### src/rtl/router_pkg.sv
// Shared definitions for the multi-port router.
// Holds the register map addresses, the CTRL bit positions and the
// arbitration-mode encoding used by the router top and its bench.
package router_pkg;

  localparam logic [3:0] ADDR_CTRL    = 4'h0;
  localparam logic [3:0] ADDR_STATUS  = 4'h4;
  localparam logic [3:0] ADDR_CONTEND = 4'h8;

  localparam int CTRL_EN_BIT   = 0;
  localparam int CTRL_MODE_BIT = 1;

  typedef enum logic {
    ARB_FIXED = 1'b0,
    ARB_RR    = 1'b1
  } arb_mode_e;

endpackage

### src/rtl/router_out_fifo.sv
// Per-output FIFO of the multi-port router.
// Ports:
//   clk, rst_n     - clock, synchronous active-low reset (pointers/count only)
//   i_push/i_wdata - write strobe and payload (ignored while full)
//   i_pop          - read strobe (ignored while empty)
//   o_rdata        - head entry, forced to 0 while empty
//   full, empty    - occupancy flags
module router_out_fifo #(
  parameter int DATA_W     = 8,
  parameter int FIFO_DEPTH = 4
) (
  input  logic              clk,
  input  logic              rst_n,
  input  logic              i_push,
  input  logic [DATA_W-1:0] i_wdata,
  input  logic              i_pop,
  output logic [DATA_W-1:0] o_rdata,
  output logic              full,
  output logic              empty
);

  localparam int PW = $clog2(FIFO_DEPTH);

  logic [DATA_W-1:0] r_mem [FIFO_DEPTH];
  logic [PW-1:0]     r_wr_ptr;
  logic [PW-1:0]     r_rd_ptr;
  logic [PW:0]       r_count;

  logic w_push_ok;
  logic w_pop_ok;

  assign full      = (r_count == (PW+1)'(FIFO_DEPTH));
  assign empty     = (r_count == '0);
  assign w_push_ok = i_push & ~full;
  assign w_pop_ok  = i_pop & ~empty;
  // Masking the head keeps the output at 0 after reset without clearing storage.
  assign o_rdata   = empty ? '0 : r_mem[r_rd_ptr];

  always_ff @(posedge clk) begin
    if (!rst_n) begin
      r_wr_ptr <= '0;
      r_rd_ptr <= '0;
      r_count  <= '0;
    end else begin
      if (w_push_ok) r_wr_ptr <= r_wr_ptr + 1'b1;
      if (w_pop_ok)  r_rd_ptr <= r_rd_ptr + 1'b1;
      case ({w_push_ok, w_pop_ok})
        2'b10:   r_count <= r_count + 1'b1;
        2'b01:   r_count <= r_count - 1'b1;
        default: ;
      endcase
    end
  end

  always_ff @(posedge clk) begin
    if (w_push_ok) r_mem[r_wr_ptr] <= i_wdata;
  end

endmodule

### src/rtl/multi_port_router.sv
// Multi-port router: NUM_IN valid/ready inputs routed by in_addr into
// NUM_OUT output FIFOs, with per-output arbitration and a small register file.
// Optional round-robin arbitration is built only with ROUTER_RR_ARB_EN defined;
// otherwise arbitration is fixed-priority and CTRL bit1 reads 0.
// Ports:
//   clk, rst_n                   - clock, synchronous active-low reset
//   reg_addr/wdata/en/we, rdata  - register access (read data is combinational)
//   in_data/in_addr/in_valid     - per-input payload, destination, valid
//   in_ready                     - per-input ready
//   out_data/out_valid           - per-output FIFO head and non-empty flag
//   out_ready                    - per-output pop strobe
module multi_port_router
  import router_pkg::*;
#(
  parameter int NUM_IN     = 4,
  parameter int NUM_OUT    = 4,
  parameter int DATA_W     = 8,
  parameter int FIFO_DEPTH = 4
) (
  input  logic                                 clk,
  input  logic                                 rst_n,
  input  logic [3:0]                           reg_addr,
  input  logic [31:0]                          reg_wdata,
  input  logic                                 reg_en,
  input  logic                                 reg_we,
  output logic [31:0]                          reg_rdata,
  input  logic [NUM_IN*DATA_W-1:0]             in_data,
  input  logic [NUM_IN*$clog2(NUM_OUT)-1:0]    in_addr,
  input  logic [NUM_IN-1:0]                    in_valid,
  output logic [NUM_IN-1:0]                    in_ready,
  output logic [NUM_OUT*DATA_W-1:0]            out_data,
  output logic [NUM_OUT-1:0]                   out_valid,
  input  logic [NUM_OUT-1:0]                   out_ready
);

  localparam int AW = $clog2(NUM_OUT);
  localparam int PW = $clog2(NUM_IN);

  logic          r_ctrl_en;
`ifdef ROUTER_RR_ARB_EN
  arb_mode_e     r_ctrl_mode;
  logic [PW-1:0] r_ptr [NUM_OUT];
`endif
  logic [31:0]   r_cont_cnt;

  logic               w_reg_wr;
  logic [NUM_IN-1:0]  w_req       [NUM_OUT];
  logic [PW-1:0]      w_gnt_idx   [NUM_OUT];
  logic [DATA_W-1:0]  w_push_data [NUM_OUT];
  logic [NUM_OUT-1:0] w_gnt_vld;
  logic [NUM_OUT-1:0] w_push;
  logic [NUM_OUT-1:0] w_full;
  logic [NUM_OUT-1:0] w_empty;
  logic               w_contend;
  logic [31:0]        w_status;
  logic               w_unused_wdata;

  function automatic logic multi_hot(input logic [NUM_IN-1:0] v);
    return (v & (v - 1'b1)) != '0;
  endfunction

  function automatic logic [31:0] sat_inc(input logic [31:0] v);
    return (v == 32'hFFFF_FFFF) ? v : v + 32'd1;
  endfunction

  assign w_reg_wr = reg_en & reg_we;
`ifdef ROUTER_RR_ARB_EN
  assign w_unused_wdata = ^reg_wdata[31:2];
`else
  assign w_unused_wdata = ^reg_wdata[31:1];
`endif

  always_comb begin : req_gen
    for (int o = 0; o < NUM_OUT; o++) begin
      for (int i = 0; i < NUM_IN; i++) begin
        w_req[o][i] = in_valid[i] && (in_addr[i*AW +: AW] == AW'(o));
      end
    end
  end

  always_comb begin : arb
`ifdef ROUTER_RR_ARB_EN
    logic [PW:0] v_idx;
    v_idx = '0;
`endif
    for (int o = 0; o < NUM_OUT; o++) begin
      w_gnt_vld[o] = 1'b0;
      w_gnt_idx[o] = '0;
`ifdef ROUTER_RR_ARB_EN
      if (r_ctrl_mode == ARB_RR) begin
        // Scan from the pointer upward with wrap; the first requester wins.
        for (int k = 0; k < NUM_IN; k++) begin
          v_idx = {1'b0, r_ptr[o]} + (PW+1)'(k);
          if (v_idx >= (PW+1)'(NUM_IN)) v_idx = v_idx - (PW+1)'(NUM_IN);
          if (!w_gnt_vld[o] && w_req[o][v_idx[PW-1:0]]) begin
            w_gnt_vld[o] = 1'b1;
            w_gnt_idx[o] = v_idx[PW-1:0];
          end
        end
      end else
`endif
      begin
        // Descending scan so the lowest-index requester is written last.
        for (int i = NUM_IN - 1; i >= 0; i--) begin
          if (w_req[o][i]) begin
            w_gnt_vld[o] = 1'b1;
            w_gnt_idx[o] = PW'(i);
          end
        end
      end
    end
  end

  always_comb begin : route
    w_contend = 1'b0;
    for (int o = 0; o < NUM_OUT; o++) begin
      w_push[o]      = rst_n & r_ctrl_en & w_gnt_vld[o] & ~w_full[o];
      w_push_data[o] = '0;
      for (int i = 0; i < NUM_IN; i++) begin
        if (w_gnt_idx[o] == PW'(i)) w_push_data[o] = in_data[i*DATA_W +: DATA_W];
      end
      if (multi_hot(w_req[o])) w_contend = 1'b1;
    end
    // Ready is withheld while full even if the head pops this cycle.
    for (int i = 0; i < NUM_IN; i++) begin
      in_ready[i] = rst_n & r_ctrl_en
                  & w_gnt_vld[in_addr[i*AW +: AW]]
                  & (w_gnt_idx[in_addr[i*AW +: AW]] == PW'(i))
                  & ~w_full[in_addr[i*AW +: AW]];
    end
  end

  always_ff @(posedge clk) begin
    if (!rst_n) begin
      r_ctrl_en   <= 1'b1;
`ifdef ROUTER_RR_ARB_EN
      r_ctrl_mode <= ARB_FIXED;
`endif
      r_cont_cnt  <= '0;
    end else begin
      if (w_reg_wr && reg_addr == ADDR_CTRL) begin
        r_ctrl_en   <= reg_wdata[CTRL_EN_BIT];
`ifdef ROUTER_RR_ARB_EN
        r_ctrl_mode <= arb_mode_e'(reg_wdata[CTRL_MODE_BIT]);
`endif
      end
      // A clearing write takes precedence over a same-cycle increment.
      if (w_reg_wr && reg_addr == ADDR_CONTEND) r_cont_cnt <= '0;
      else if (w_contend)                       r_cont_cnt <= sat_inc(r_cont_cnt);
    end
  end

`ifdef ROUTER_RR_ARB_EN
  // Pointers advance only on an accepted beat and only in round-robin mode.
  always_ff @(posedge clk) begin
    for (int o = 0; o < NUM_OUT; o++) begin
      if (!rst_n) begin
        r_ptr[o] <= '0;
      end else if (r_ctrl_mode == ARB_RR && w_push[o]) begin
        r_ptr[o] <= (w_gnt_idx[o] == PW'(NUM_IN - 1)) ? '0 : w_gnt_idx[o] + 1'b1;
      end
    end
  end
`endif

  always_comb begin : regs_rd
    w_status                 = '0;
    w_status[NUM_OUT-1:0]    = ~w_empty;
    w_status[16 +: NUM_OUT]  = w_full;
    reg_rdata                = '0;
    case (reg_addr)
      ADDR_CTRL: begin
        reg_rdata[CTRL_EN_BIT]   = r_ctrl_en;
`ifdef ROUTER_RR_ARB_EN
        reg_rdata[CTRL_MODE_BIT] = r_ctrl_mode;
`endif
      end
      ADDR_STATUS:  reg_rdata = w_status;
      ADDR_CONTEND: reg_rdata = r_cont_cnt;
      default: ;
    endcase
  end

  for (genvar o = 0; o < NUM_OUT; o++) begin : g_fifo
    router_out_fifo #(
      .DATA_W     (DATA_W),
      .FIFO_DEPTH (FIFO_DEPTH)
    ) u_fifo (
      .clk     (clk),
      .rst_n   (rst_n),
      .i_push  (w_push[o]),
      .i_wdata (w_push_data[o]),
      .i_pop   (out_ready[o]),
      .o_rdata (out_data[o*DATA_W +: DATA_W]),
      .full    (w_full[o]),
      .empty   (w_empty[o])
    );
  end

  assign out_valid = ~w_empty;

endmodule

### config.mk
export PLATFORM = sky130hd
export DESIGN_NAME = multi_port_router
export DESIGN_NICKNAME = d
export VERILOG_FILES = /design/src/rtl/router_pkg.sv /design/src/rtl/router_out_fifo.sv /design/src/rtl/multi_port_router.sv
export SDC_FILE = /design/constraint.sdc
export NUM_CORES = 1
export LEC_CHECK = 0
export CAP_MARGIN = 20
export CORE_ASPECT_RATIO = 1.4
export CORE_MARGIN = 4
export CORE_UTILIZATION = 49
export DETAILED_ROUTE_END_ITERATION = 12
export PLACE_DENSITY = 0.77
export SKIP_LAST_GASP = 1
export SLEW_MARGIN = 5
export SYNTH_ARGS = -nofsm -noshare
export SYNTH_HDL_FRONTEND = slang
export SYNTH_HIERARCHICAL = 1
export SYNTH_SLANG_ARGS = --single-unit
### constraint.sdc
create_clock -name clk -period 2.6 [get_ports clk]
set_input_delay 0.52 -clock clk [delete_from_list [all_inputs] [get_ports clk]]
set_output_delay 0.52 -clock clk [all_outputs]
set_load 0.1 [all_outputs]
Word-level counts from Yosys, hierarchy flattened. Memories as Yosys holds them, arrays and structs flattened. A register that Yosys moved wholly into a read port is not among the register bits. Index checks and enable logic that the tools add are counted.

Output and inout port bits: 72. Memories kept: 4. Memory bits (writable): 128. Logic and storage cells: 290. Input port bits: 88. Register bits: 61.

Memories: g_fifo[0].u_fifo.r_mem (depth 4, width 8, read ports 1, clocked after memory_dff 1, wr ports 1, line router_out_fifo.sv:24) `logic [DATA_W-1:0] r_mem [FIFO_DEPTH];`; g_fifo[1].u_fifo.r_mem (depth 4, width 8, read ports 1, clocked after memory_dff 1, wr ports 1, line router_out_fifo.sv:24); g_fifo[2].u_fifo.r_mem (depth 4, width 8, read ports 1, clocked after memory_dff 1, wr ports 1, line router_out_fifo.sv:24); g_fifo[3].u_fifo.r_mem (depth 4, width 8, read ports 1, clocked after memory_dff 1, wr ports 1, line router_out_fifo.sv:24).

Muxes and demuxes: 106. Bitwise logic cells: 53. Reductions and logical operators: 42. $add $sub $neg: 21. Equal/unequal tests: 42. Order comparisons: 8.

Operator list (number): 8-bit 2-to-1 mux (20); 2-bit 2-to-1 mux (32); 31-bit case mux with 2 select lines (1); 2-bit equality test, second input constant (22); 1-bit 2-to-1 mux (36); 32-bit by 1-bit adder with 32-bit output, second input constant (1); 32-bit equality test, second input constant (1); 1-bit AND (30); 2-bit by 1-bit equality test with 1-bit output, second input constant (13); 3-bit case mux with 2 select lines (4); 1-bit logical AND (18); 2-bit zero test (9); 2-bit by 1-bit adder with 2-bit output, second input constant (8); 4-bit AND (4); 1-bit binary-select mux with 2-bit select (8); 2-bit binary-select mux with 2-bit select (4); 4-bit nonzero test (4); 4-bit by 1-bit subtractor with 4-bit output, second input constant (4); 1-bit inverter (14); 3-bit by 1-bit adder with 3-bit output, second input constant (4); 3-bit equality test, second input constant (4); 3-bit >= comparator, second input constant (4); 3-bit zero test (4); 2-bit by 3-bit < comparator with 1-bit output, second input constant (4); 10 further kinds (19).

Depth between registers and ports, before layout.
Depth in word-level cells: 12. Mapped depth: 14. Gate-level depth less buffers: 12.

Modules after synthesis. Netlist, hierarchy kept.

By module, submodules not included: router_out_fifo (times used 4, sequential area each 1141.1 um2, area an instance 1716.6 um2, cells an instance 105); multi_port_router (times used 1, sequential area each 660.6 um2, area an instance 3475.8 um2, cells an instance 491).

Least setup slack after synthesis. Ideal clock, no wire load.

Path type: input to output. Start point: in in_addr[1]. End point: out in_ready[3]. Setup slack: -1298 ps. Required time: 2080 ps. Cell stages on the path: 6. Arrival time: 3378 ps. Buffers on the path: 1. Cell sequence: buf_2 and3b_1 nor2_1 o21ai_1 or3_1 a31oi_1.

Longest elaborated chain between the ends: 9. Elaborated cells between the ends (all ways): 25. Those cells by class: eq/ne: 4; mux: 13; bitwise: 3; reduce/logical: 5.

RTL lines: from (decl) (line multi_port_router.sv:28) `input logic [NUM_IN*$clog2(NUM_OUT)-1:0] in_addr,`; 2-bit equality test, or another cell as far along (line multi_port_router.sv:76) `w_req[o][i] = in_valid[i] && (in_addr[i*AW +: AW] == AW'(o));`; 1-bit logical AND (line multi_port_router.sv:76); 2-bit 2-to-1 mux (line multi_port_router.sv:105) `if (w_req[o][i]) begin`; 2-bit binary-select mux with 2-bit select (line multi_port_router.sv:128) `& (w_gnt_idx[in_addr[i*AW +: AW]] == PW'(i))`; 2-bit 2-to-1 mux (implied by the code) (2 in a row) (line multi_port_router.sv:128); 2-bit equality test (line multi_port_router.sv:128); 1-bit AND * (line multi_port_router.sv:128); 1-bit AND * (line multi_port_router.sv:129) `& ~w_full[in_addr[i*AW +: AW]];`; to (decl) (line multi_port_router.sv:30) `output logic [NUM_IN-1:0] in_ready,`.

Mark *: on every way between the ends. The rest lies on a longest branch, timed or not. The select of a mux whose other input is x is not followed.

Worst setup path in the final report.
Start point: in in_addr[2]. End point: out in_ready[1].

Longest elaborated chain between the ends: 10. Elaborated cells between the ends (all ways): 37. Those cells by class: eq/ne: 4; mux: 23; bitwise: 5; reduce/logical: 5.

RTL lines (line): 2-bit equality test, or another cell as far along (multi_port_router.sv:76); 1-bit logical AND (multi_port_router.sv:76); 2-bit 2-to-1 mux (2 in a row) (multi_port_router.sv:105); 2-bit binary-select mux with 2-bit select (multi_port_router.sv:128); 2-bit 2-to-1 mux (implied by the code) (2 in a row) (multi_port_router.sv:128); 2-bit by 1-bit equality test with 1-bit output (multi_port_router.sv:128); 1-bit AND (multi_port_router.sv:128); 1-bit AND * (multi_port_router.sv:129).

Marked as above.

==> results.md <==
* Number of I/O port buffers at 128
* Cells after Synth at 911
* Syn_nets at 1024
* Min Clock Period, post-route at 2.587 ns
* WHS Path Cells at 2
* FP Rows at 62
* Fillers at 1337
* Main synth FF type: edfxtp_1
* Type of origin of the critical path: input port
* Root Driver: clkbuf_16
* EDFF count, synth at 128
* Tcrit/Tclk final at 0.9950
* Status: finished, final reports clean
* Final-report max-slew violation count at 0
* Initial antenna violation count at 0
* Req. time, crit path at 2.08 ns
* Area grow syn2layout at 42.09%
* Clock Sinks at 197
* Critical Path End Type: primary output
* Post-Place Cells at 1386
* Clock buffer depth at 2
* MaxCap Viol Count at 0
* Hold Crit Class: flop to flop
* Cell variety after synth at 74
* Pre-CTS worst setup slack at -0.6514 ns
* Seq/Total Area, Yosys at 0.5052
* Io pins at 160
* Worst-Skew Late Latency at 0.44 ns
* Antenna Violating Nets Remaining at 0
* Cell accounting for the most synthesized area: edfxtp_1
* Die area at 0.02353 mm2
* GPL Wtd Cong at 0.9087
* Design area at 0.01470 mm2
* Post-CTS Hold Fix Bufs at 0
* Unrepaired setup endpoints after global routing: yes
* CTS tree: done
* Ys Warns at 6
* Total GRT Usage at 0.2452
* Largest net degree at the start of global routing at 38
* Maximum fanout along the worst path at 6
* Total number of vias at 8592
* Synth area leaders: edfxtp_1 37%, dfxtp_1 13%, mux4_2 7.0%
* Post-synthesis sequential element count at 197
* Number of global-route vias before repair at 8684
* DRC viols at 0
* Layout cell share with drive strength beyond 1 at 0.3402
* Skew final at 0.01284 ns
* Count leader, synth: edfxtp_1
* Total Routed Length at 28730 um
* Tightest Pin Transition at 0.7267 ns
* CP Data Arrival Time at 2.07 ns
* Final Hold Slack at 0.4900 ns
* R2r worst-path depth at 10
* Initial Utilization at 0.5012
* Avg WL per Cell at 20.10 um
* Worst-path clk slew at 0.07 ns
* Synthesized cell area at 0.01034 mm2
* Commonest cells post-synth: 128 x edfxtp_1, 81 x nand2_1, 69 x dfxtp_1, 55 x a21oi_1, 55 x and2_1
* Syn_area_per_cell at 11.35 um2
* Hpwl dp at 21000 um
* CP Class: input port to primary output
* Final setup fails at 0
* Slew HR at 0.5138
* Final Hold Fails at 0
* H-tree lvl count at 4
* Diode count at 0
* Post-DP Area at 0.01389 mm2
* Chip width at 130.8 um
* Non-Filler Instances at 1429
* First-pass GRT wire length at 45170 um
* Initial DRT Pass Iterations at 5
* Leakage at 5.428 nW
* Worst setup margin at 0.01291 ns
* Maximum vdd drop at 799.2 uV
* Core outline area at 0.02063 mm2
* Nets@finish at 1273
* Power per Cell Area at 890.6 mW/mm2
* Max Fclk at 386.5 MHz
* Chip height at 179.9 um
* Total global routing overflow at 0
* Area share of the largest cell type after synthesis at 0.3716
* DR iter-0 viols at 879
* Vias per Instance at 6.013
* Post-synth ARST share at 0
* Total power at 0.01309 W
* Inserted Clock Buffers at 17
==> critical path: stages <==
cell and delay [ns]:
buf_2 0.15, or3b_4 0.40, buf_4 0.16, a21oi_4 0.21, buf_4 0.16, a21oi_2 0.06
a21oi_4 0.19, buf_12 0.20
==> flip-flops by register name, indices dropped and copies added, names as in the netlist, named ones only <==
name	flops
g_fifo.u_fifo/r_rd_ptr	8
r_cont_cnt	32
g_fifo.u_fifo/r_wr_ptr	8
g_fifo.u_fifo/r_count	12
g_fifo.u_fifo/r_mem	128
r_ctrl_en	1
==> area by class of cell <==
type / instances / area, um2 / share of cell area
sequential: 197 / 5225 / 0.3556
clock buffer: 19 / 442.9 / 0.03014
clock inverter: 13 / 170.2 / 0.01158
tap: 256 / 320.3 / 0.02180
inverter: 35 / 131.4 / 0.008940
timing repair buffer: 278 / 3326 / 0.2263
multi-input combinational: 631 / 5080 / 0.3457
==> report_power, final <==
part / internal, W / leakage [nW] / switching, W
registers: 0.00361 / 1.72 / 0.000182
clock network: 0.00156 / 0.299 / 0.00121
logic: 0.00252 / 3.41 / 0.00400
total: 0.00769 / 5.43 / 0.00539
==> path summary, 6_finish.rpt <==
check | from | end | slack [ns]
worst max-delay path | in_addr[2] | in_ready[1] | 0.01
worst min-delay path | g_fifo[0].u_fifo/r_rd_ptr[0]$_SDFFE_PN0P_ | flop | 0.49
worst max register to register | g_fifo[0].u_fifo/r_count[2]$_SDFFE_PN0P_ | g_fifo[0].u_fifo/r_count[2]$_SDFFE_PN0P_ | 0.16
worst min register to register | g_fifo[0].u_fifo/r_rd_ptr[0]$_SDFFE_PN0P_ | flop | 0.49
==> what timing repair did <==
action | CTS | global route
gates cloned | 0 | 0
resized for setup | 59 | 32
pin swaps | 11 | 14
endpoints found under the setup margin | 59 | 13
setup buffers | 3 | 9
==> cell families (layout without fill, tap and decap cells) <==
| kind of cell | Yosys count | after routing | synth area share |
|---|---|---|---|
| AO/OA/AOI/OAI | 183 | 183 | 0.1138 |
| AND/OR/NAND/NOR | 347 | 347 | 0.1976 |
| adder cells (fa/ha/maj) | 25 | 25 | 0.03315 |
| buffers and inverters | 83 | 345 | 0.03920 |
| flip-flops | 197 | 197 | 0.5052 |
| XOR/XNOR | 11 | 11 | 0.009315 |
| multiplexers | 65 | 65 | 0.1017 |
==> per-layer routing <==
metal	track usage	wire, um	vias to the layer above	part of all wire
met5	0	0	-	0
met4	0.08769	1143	0	0.040
met3	0.04632	1890	96	0.066
met2	0.4351	15260	375	0.53
met1	0.2915	10440	4184	0.36
li1	-	-	3937	-
==> stage by stage <==
step                TNS (ns)    util
finish                     0  0.7122
global route        -0.04879  0.7122
CTS                 -0.06584  0.7085
detailed placement    -79.71  0.6729
global placement      -55.71  0.6729
floorplan            -0.5501       -
==> cell usage in the layout (no fill, tap or decap), drive strengths merged, types with 10 or more instances in the layout <==
cell and n:
inv 41, mux4 32, a21oi 55, nand4 14, nand3 16, mux2i 32
a221oi 11, o22ai 20, buf 229, clkbuf 24, nor2 36, ha 21
nor2b 44, dfxtp 69, nor3 17, o21ai 33, edfxtp 128, and2 55
nand2 81, clkdlybuf4s50 43, or3 18, or4 16, o31ai 10
(Power assumes the default switching activity.)
